$ cat config.mk
export PLATFORM = sky130hd
export DESIGN_NAME = spi_reg_bank
export DESIGN_NICKNAME = d
export VERILOG_FILES = /design/src/rtl/spi_reg_pkg.sv /design/src/rtl/spi_sync_edge.sv /design/src/rtl/spi_reg_bank.sv
export SDC_FILE = /design/constraint.sdc
export NUM_CORES = 1
export LEC_CHECK = 0
export ABC_AREA = 1
export CELL_PAD_IN_SITES_DETAIL_PLACEMENT = 1
export CELL_PAD_IN_SITES_GLOBAL_PLACEMENT = 2
export CORE_UTILIZATION = 29
export CTS_CLUSTER_SIZE = 40
export DETAILED_ROUTE_END_ITERATION = 12
export GPL_ROUTABILITY_DRIVEN = 0
export GPL_TIMING_DRIVEN = 1
export PLACE_DENSITY_LB_ADDON = 0.08
export SYNTH_ARGS = -nofsm -noshare
export SYNTH_HDL_FRONTEND = slang
export SYNTH_SLANG_ARGS = --single-unit
$ cat constraint.sdc
create_clock -name clk -period 1.6 [get_ports clk]
set_input_delay 0.48 -clock clk [delete_from_list [all_inputs] [get_ports clk]]
set_output_delay 0.48 -clock clk [all_outputs]
set_load 0.02 [all_outputs]
$ cat src/rtl/spi_reg_pkg.sv
// Shared types and constants for the SPI register bank.
// Frame layout: R/W bit, address, data, MSB first.
package spi_reg_pkg;

   typedef enum logic [1:0] {
      IDLE  = 2'd0,
      SHIFT = 2'd1,
      CHECK = 2'd2
   } state_t;

   localparam logic RW_WRITE  = 1'b1;
   localparam logic RW_READ   = 1'b0;
   localparam int   ERR_CNT_W = 8;

   function automatic int frame_width(input int addr_w, input int data_w);
      return 1 + addr_w + data_w;
   endfunction

endpackage

$ cat src/rtl/spi_sync_edge.sv
// Multi-stage synchroniser for an asynchronous input, producing registered
// one-cycle rise and fall pulses in the clk domain.
module spi_sync_edge #(
   parameter int   STAGES = 2,
   parameter logic INIT   = 1'b0
) (
   input  logic clk,
   input  logic rst_n,
   input  logic din,
   output logic rise,
   output logic fall
);

   logic chain_reg [STAGES];
   logic dly_reg;
   logic rise_reg;
   logic fall_reg;

   always_ff @(posedge clk or negedge rst_n) begin
      if (!rst_n) chain_reg[0] <= INIT;
      else        chain_reg[0] <= din;
   end

   genvar gi;
   generate
      for (gi = 1; gi < STAGES; gi++) begin : g_stage
         always_ff @(posedge clk or negedge rst_n) begin
            if (!rst_n) chain_reg[gi] <= INIT;
            else        chain_reg[gi] <= chain_reg[gi-1];
         end
      end
   endgenerate

   // Pulses are registered so they line up with the delayed level in dly_reg.
   always_ff @(posedge clk or negedge rst_n) begin
      if (!rst_n) begin
         dly_reg  <= INIT;
         rise_reg <= 1'b0;
         fall_reg <= 1'b0;
      end else begin
         dly_reg  <= chain_reg[STAGES-1];
         rise_reg <= chain_reg[STAGES-1] & ~dly_reg;
         fall_reg <= ~chain_reg[STAGES-1] & dly_reg;
      end
   end

   assign rise = rise_reg;
   assign fall = fall_reg;

endmodule

$ cat src/rtl/spi_reg_bank.sv
// SPI mode-0 register bank with frame validation and error counting.
// Define SPI_READBACK_EN to return register contents on cipo during read frames.
module spi_reg_bank
   import spi_reg_pkg::*;
#(
   parameter int NUM_REGS    = 5,
   parameter int DATA_W      = 8,
   parameter int ADDR_W      = 7,
   parameter int SYNC_STAGES = 2
) (
   input  logic                         clk,
   input  logic                         rst_n,
   input  logic                         sclk,
   input  logic                         copi,
   input  logic                         ncs,
   output logic                         cipo,
   output logic                         cipo_oe,
   output logic [NUM_REGS*DATA_W-1:0]   regs_q,
   output logic [NUM_REGS-1:0]          wr_strobe,
   output logic                         frame_err,
   output logic [ERR_CNT_W-1:0]         err_count,
   output logic                         busy
);

   localparam int FRAME_W = frame_width(ADDR_W, DATA_W);
   localparam int CNT_W   = $clog2(FRAME_W + 2);
   localparam logic [CNT_W-1:0]  CNT_FULL   = CNT_W'(FRAME_W);
   localparam logic [CNT_W-1:0]  CNT_SAT    = CNT_W'(FRAME_W + 1);
   localparam logic [CNT_W-1:0]  CNT_HDR    = CNT_W'(1 + ADDR_W);
   localparam logic [ADDR_W:0]   NUM_REGS_C = (ADDR_W + 1)'(NUM_REGS);

   logic sclk_rise, sclk_fall, ncs_rise, ncs_fall;
   logic copi_chain_reg [SYNC_STAGES+1];
   logic copi_s;

   spi_sync_edge #(.STAGES(SYNC_STAGES), .INIT(1'b0)) u_sclk_sync (
      .clk(clk), .rst_n(rst_n), .din(sclk), .rise(sclk_rise), .fall(sclk_fall)
   );

   spi_sync_edge #(.STAGES(SYNC_STAGES), .INIT(1'b1)) u_ncs_sync (
      .clk(clk), .rst_n(rst_n), .din(ncs), .rise(ncs_rise), .fall(ncs_fall)
   );

   // One stage longer than the synchroniser so copi aligns with the edge pulses.
   genvar gi;
   generate
      for (gi = 0; gi <= SYNC_STAGES; gi++) begin : g_copi
         always_ff @(posedge clk or negedge rst_n) begin
            if (!rst_n)       copi_chain_reg[gi] <= 1'b0;
            else if (gi == 0) copi_chain_reg[gi] <= copi;
            else              copi_chain_reg[gi] <= copi_chain_reg[(gi == 0) ? 0 : gi-1];
         end
      end
   endgenerate
   assign copi_s = copi_chain_reg[SYNC_STAGES];

   state_t                    state_reg, state_next;
   logic [CNT_W-1:0]          count_reg, count_next;
   logic [FRAME_W-1:0]        shift_reg, shift_next;
   logic                      pending_reg, pending_next;
   logic                      wr_en, err_en;
   logic                      frame_rw;
   logic [ADDR_W-1:0]         frame_addr;
   logic [DATA_W-1:0]         frame_data;
   logic                      addr_ok;
   logic                      frame_err_reg;
   logic [ERR_CNT_W-1:0]      err_count_reg;
   logic [DATA_W-1:0]         regs_arr [NUM_REGS];
   logic                      strobe_reg [NUM_REGS];

   assign frame_rw   = shift_reg[FRAME_W-1];
   assign frame_addr = shift_reg[DATA_W +: ADDR_W];
   assign frame_data = shift_reg[DATA_W-1:0];
   assign addr_ok    = {1'b0, frame_addr} < NUM_REGS_C;

   always_comb begin
      state_next   = state_reg;
      count_next   = count_reg;
      shift_next   = shift_reg;
      pending_next = pending_reg;
      wr_en        = 1'b0;
      err_en       = 1'b0;
      case (state_reg)
         IDLE: begin
            if (ncs_fall || pending_reg) begin
               state_next   = SHIFT;
               count_next   = '0;
               shift_next   = '0;
               pending_next = 1'b0;
            end
         end
         SHIFT: begin
            // A simultaneous ncs rise ends the frame and drops the sclk bit.
            if (ncs_rise) begin
               state_next = CHECK;
            end else if (sclk_rise && count_reg != CNT_SAT) begin
               count_next = count_reg + 1'b1;
               if (count_reg != CNT_FULL)
                  shift_next = {shift_reg[FRAME_W-2:0], copi_s};
            end
         end
         CHECK: begin
            state_next = IDLE;
            if (ncs_fall) pending_next = 1'b1;
            if (count_reg == CNT_FULL) begin
               if (frame_rw == RW_WRITE) begin
                  if (addr_ok) wr_en  = 1'b1;
                  else         err_en = 1'b1;
               end
            end else if (count_reg != '0) begin
               err_en = 1'b1;
            end
         end
         default: state_next = IDLE;
      endcase
   end

   always_ff @(posedge clk or negedge rst_n) begin
      if (!rst_n) begin
         state_reg     <= IDLE;
         count_reg     <= '0;
         shift_reg     <= '0;
         pending_reg   <= 1'b0;
         frame_err_reg <= 1'b0;
         err_count_reg <= '0;
      end else begin
         state_reg     <= state_next;
         count_reg     <= count_next;
         shift_reg     <= shift_next;
         pending_reg   <= pending_next;
         frame_err_reg <= err_en;
         if (err_en && err_count_reg != {ERR_CNT_W{1'b1}})
            err_count_reg <= err_count_reg + 1'b1;
      end
   end

   generate
      for (gi = 0; gi < NUM_REGS; gi++) begin : g_reg
         always_ff @(posedge clk or negedge rst_n) begin
            if (!rst_n) begin
               regs_arr[gi]   <= '0;
               strobe_reg[gi] <= 1'b0;
            end else begin
               strobe_reg[gi] <= wr_en && (frame_addr == ADDR_W'(gi));
               if (wr_en && (frame_addr == ADDR_W'(gi)))
                  regs_arr[gi] <= frame_data;
            end
         end
         assign regs_q[gi*DATA_W +: DATA_W] = regs_arr[gi];
         assign wr_strobe[gi]               = strobe_reg[gi];
      end
   endgenerate

   assign frame_err = frame_err_reg;
   assign err_count = err_count_reg;
   assign busy      = (state_reg != IDLE);

`ifdef SPI_READBACK_EN
   logic              rw_reg, loaded_reg, cipo_reg;
   logic [DATA_W-1:0] out_shift_reg, rd_data;
   logic              oe_int;

   // Once the header is in, its address sits in the low bits of the shifter.
   always_comb begin
      rd_data = '0;
      for (int i = 0; i < NUM_REGS; i++)
         if (shift_reg[ADDR_W-1:0] == ADDR_W'(i)) rd_data = regs_arr[i];
   end

   assign oe_int = (state_reg == SHIFT) && (rw_reg == RW_READ) && (count_reg >= CNT_HDR);

   always_ff @(posedge clk or negedge rst_n) begin
      if (!rst_n) begin
         rw_reg        <= RW_WRITE;
         loaded_reg    <= 1'b0;
         cipo_reg      <= 1'b0;
         out_shift_reg <= '0;
      end else begin
         if (state_reg == IDLE && state_next == SHIFT) begin
            rw_reg     <= RW_WRITE;
            loaded_reg <= 1'b0;
            cipo_reg   <= 1'b0;
         end
         if (state_reg == SHIFT && sclk_rise && !ncs_rise && count_reg == '0)
            rw_reg <= copi_s;
         if (state_reg == SHIFT && count_reg == CNT_HDR && rw_reg == RW_READ && !loaded_reg) begin
            out_shift_reg <= rd_data;
            loaded_reg    <= 1'b1;
         end else if (oe_int && sclk_fall) begin
            cipo_reg      <= out_shift_reg[DATA_W-1];
            out_shift_reg <= out_shift_reg << 1;
         end
         if (state_reg == CHECK) cipo_reg <= 1'b0;
      end
   end

   assign cipo    = cipo_reg;
   assign cipo_oe = oe_int;
`else
   logic unused_sclk_fall;
   assign unused_sclk_fall = sclk_fall;
   assign cipo    = 1'b0;
   assign cipo_oe = 1'b0;
`endif

endmodule

==> results of run 1 <==
[power by group through the flow]
stage	combinational (mW)	clock, mW	sequential, mW
6_report	1.59	2.34	2.52
5_1_grt	1.78	2.51	2.53
4_1_cts	1.42	2.43	2.51
3_5_place_dp	1.40	0	2.56
3_3_place_gp	1.37	0	2.55
2_1_floorplan	0.717	0	2.57
[timing repair]
item | in CTS | in global routing
cloned | 1 | 6
buffers inserted | 7 | 3
hold buffers | 1 | 0
hold endpoints to repair | 1 | 0
pin swaps | 3 | 14
gates resized for setup | 64 | 59
endpoints found under the setup margin | 114 | 75
[cells by family (layout without fill, tap and decap cells)]
logic type | after synthesis | count (layout) | synth area share (%)
other | 1 | 2 | 0.0926
buffers and inverters | 72 | 182 | 8.59
XOR/XNOR | 5 | 5 | 1.08
adder cells (fa/ha/maj) | 4 | 4 | 1.24
flip-flops | 90 | 90 | 55.7
AO/OA/AOI/OAI | 33 | 33 | 4.32
AND/OR/NAND/NOR | 246 | 250 | 29.0
[final cells by class]
cell class | instances | share of cell area, %
Tap cell | 176 | 3.84
Multi-Input combinational cell | 294 | 29.4
Inverter | 56 | 3.79
Clock inverter | 5 | 1.48
Clock buffer | 11 | 4.23
Timing Repair Buffer | 110 | 18.0
Sequential cell | 90 | 39.3
[worst reg2reg max path, cell delays in order, from the launching register on]
cell	delay, ns
dfrtp_1	0.39
inv_2	0.08
ha_4	0.14
clkinv_4	0.05
nor2_4	0.14
nand2_4	0.09
nor2_8	0.17
buf_12	0.17
buf_6	0.11
nand4_1	0.11
nand2_1	0.09
[routing by layer]
| layer | vias to the layer above | part of all wire [%] |
|---|---|---|
| met5 | - | 0 |
| met4 | 0 | 1.8 |
| met3 | 15 | 2.8 |
| met2 | 47 | 49 |
| met1 | 1630 | 47 |
| li1 | 1654 | - |
[cells in the mapped netlist, types with 4 or more instances]
library cell and number:
nand2_1 139, nand4_1 25, dfrtp_1 87, nand3_1 23, xor2_1 5, o21ai_1 28
nand2_4 6, nor2_1 32, inv_1 45, buf_2 5, ha_1 4, nor2_2 4
inv_2 10, nand2_2 4
[worst paths after layout]
check	startpoint	to	slack, ns
max reg2reg	count_reg[1]	regs_q[11]	-0.001
max in group asynchronous	rst_n	u_sclk_sync.rise	0.64
min in group asynchronous	rst_n	wr_strobe[1]	0.48
min	u_sclk_sync.chain_reg[1]	u_sclk_sync.chain_reg[0]	0.35
max	count_reg[1]	regs_q[11]	-0.001
min reg2reg	u_sclk_sync.chain_reg[1]	u_sclk_sync.chain_reg[0]	0.35
[stage by stage]
step | total power, mW | setup slack (ns) | TNS, ns
after CTS | 6.37 | 0.00153 | 0
after global placement | 3.92 | -0.0607 | -1.18
after floorplan | 3.29 | 0.00350 | 0
final | 6.45 | -0.00147 | -0.00292
after global routing | 6.83 | -0.0986 | -3.73
after detailed placement | 3.96 | -0.121 | -3.29
==> impl_metrics.toml, run 1 <==
[status]
outcome = "complete, but fails checks"
violations = "negative setup slack"

[synth]
ys_seq_elements = 90
synthArstFlopShare_pct = 100
ys.flop_type = "dfrtp_1"
ys_types = 37
seq_area_frac_synth_pct = 55.7
synth_edf_count = 0
syn_inst = 451
avgSynthCellArea_um2 = 8.98
ys_warn_count = 0
yosysTopAreaCell = "dfrtp_1"
synth.top_cell.area_share_pct = 53.7
synth_area_mm2 = 0.00405
yosys-top-cells-area = "dfrtp_1 (54%), nand2_1 (13%), inv_1 (4.2%), nand4_1 (3.9%), o21ai_1 (3.5%)"

[pwr]
combPwrFrac_pct = 24.6
p_int_mw = 4.44
p_per_area_mw_per_mm2 = 1120
p_leak_nw = 3.05
p_seq_share_pct = 39.1
ir_drop_uv = 619
swShare_pct = 31.2
clockPowerShare_pct = 36.4
power_switching_mw = 2.01

[worst_setup_path]
critPathMaxFanout = 7
worstSetupPathType = "flip-flop to flip-flop"
cp-start-kind = "flip-flop"
critical-path-max-stage-delay_ns = 0.39
worst-path-stages = 10
crit_family = "simple AND/OR/NAND/NOR gates"
critPathArrivalTime_ns = 1.89
rr_worst_depth = 10
required_ns = 1.89
critPathSlowestCell = "dfrtp_1"
crit_buf_inv = 4
crit_chain = "inv_2 -> ha_4 -> clkinv_4 -> nor2_4 -> nand2_4 -> nor2_8 -> buf_12 -> buf_6 -> nand4_1 -> nand2_1"
endpoint_kind = "flip-flop"

[clocking]
cts_buffers = 9
cts_root_buffer = "clkbuf_16"
cts.path.max_buffers = 2
clkLatencyLatePin_ns = 0.35
cts_sinks = 90
cts_max_level = 3
path_clk_slew_ns = 0.06
cts_tree = "done"

[sta]
rsz0062_at_grt = "yes"
drv_slew = 0
fin_crit_sh_pct = 100
hold_viol = 0
fin_ws_ns = -0.00147
fin_crit_ns = 1.60
max_freq_ghz = 0.624
hold_ws_ns = 0.352
setup_viol = 2
finClkSkew_ns = 0.00727

[floorplanning]
rows = 42
dieArea_mm2 = 0.0144
dieWidth_um = 120
core_area_mm2 = 0.0135
die_h_um = 120
io_pins = 62
initial_utilization_pct = 30.1

[cells_and_area]
fin_cells = 742
nets = 570
n_antenna_cell = 0
fin_util_pct = 42.7
multi_input_area_mm2 = 0.00169
final_cell_area_mm2 = 0.00574
area_growth_pct = 41.7
fillCellCount = 1582
largest_reg_flops = 40
seq_area_mm2 = 0.00226
mostFrequentLayoutCell = "nand2_1"
drive_gt1_share_pct = 26.5
final_cell_mix = "nand2_1 (114), dfrtp_1 (87), dlygate4sd2_1 (49)"

[grt]
grt_pass1_wl_um = 17600
met3_usage_pct = 2.97
grt_max_degree = 58
overflow = 0
grtUsageMet2_pct = 26.1
use_met1_pct = 20.8
antenna_found_initial = 0
gr-usage-all-layers_pct = 16.0
grt_pass1_vias = 3374
grt_busiest_layer = "met2"

[worst_hold_path]
hold_class = "flip-flop to flip-flop"
holdPathStages = 0

[placement]
io_buffers = 59
place_hpwl_um = 7180
place_area_mm2 = 0.00509
dp_cells = 710

[drt]
vias_per_cell = 4.51
dr.pass1.iters = 4
drt_iter0_drc = 111
route.detailed.drc = 0
vias = 3346
wirelength_um = 10900
antenna_left = 0
wl_per_cell_um = 14.7

[run]
max_cap_violations = 0
Note: power is estimated with default switching activity, not from simulation.
==> inputs of run 2 (changes only) <==
--- a/config.mk
+++ b/config.mk
@@ -9,9 +9,8 @@
 export CELL_PAD_IN_SITES_DETAIL_PLACEMENT = 1
 export CELL_PAD_IN_SITES_GLOBAL_PLACEMENT = 2
 export CORE_UTILIZATION = 29
-export CTS_CLUSTER_SIZE = 40
+export CTS_CLUSTER_SIZE = 24
 export DETAILED_ROUTE_END_ITERATION = 12
-export GPL_ROUTABILITY_DRIVEN = 0
 export GPL_TIMING_DRIVEN = 1
 export PLACE_DENSITY_LB_ADDON = 0.08
 export SYNTH_ARGS = -nofsm -noshare
==> results of run 2 <==
No change in the layout: final DEF, timing and power equal those of run 1.
==> inputs of run 3 (changes only) <==
--- a/config.mk
+++ b/config.mk
@@ -9,7 +9,7 @@
 export CELL_PAD_IN_SITES_DETAIL_PLACEMENT = 1
 export CELL_PAD_IN_SITES_GLOBAL_PLACEMENT = 2
 export CORE_UTILIZATION = 29
-export CTS_CLUSTER_SIZE = 24
+export CTS_CLUSTER_SIZE = 30
 export DETAILED_ROUTE_END_ITERATION = 12
 export GPL_TIMING_DRIVEN = 1
 export PLACE_DENSITY_LB_ADDON = 0.08
==> results of run 3 <==
No change in the layout: final DEF, timing and power equal those of run 1.
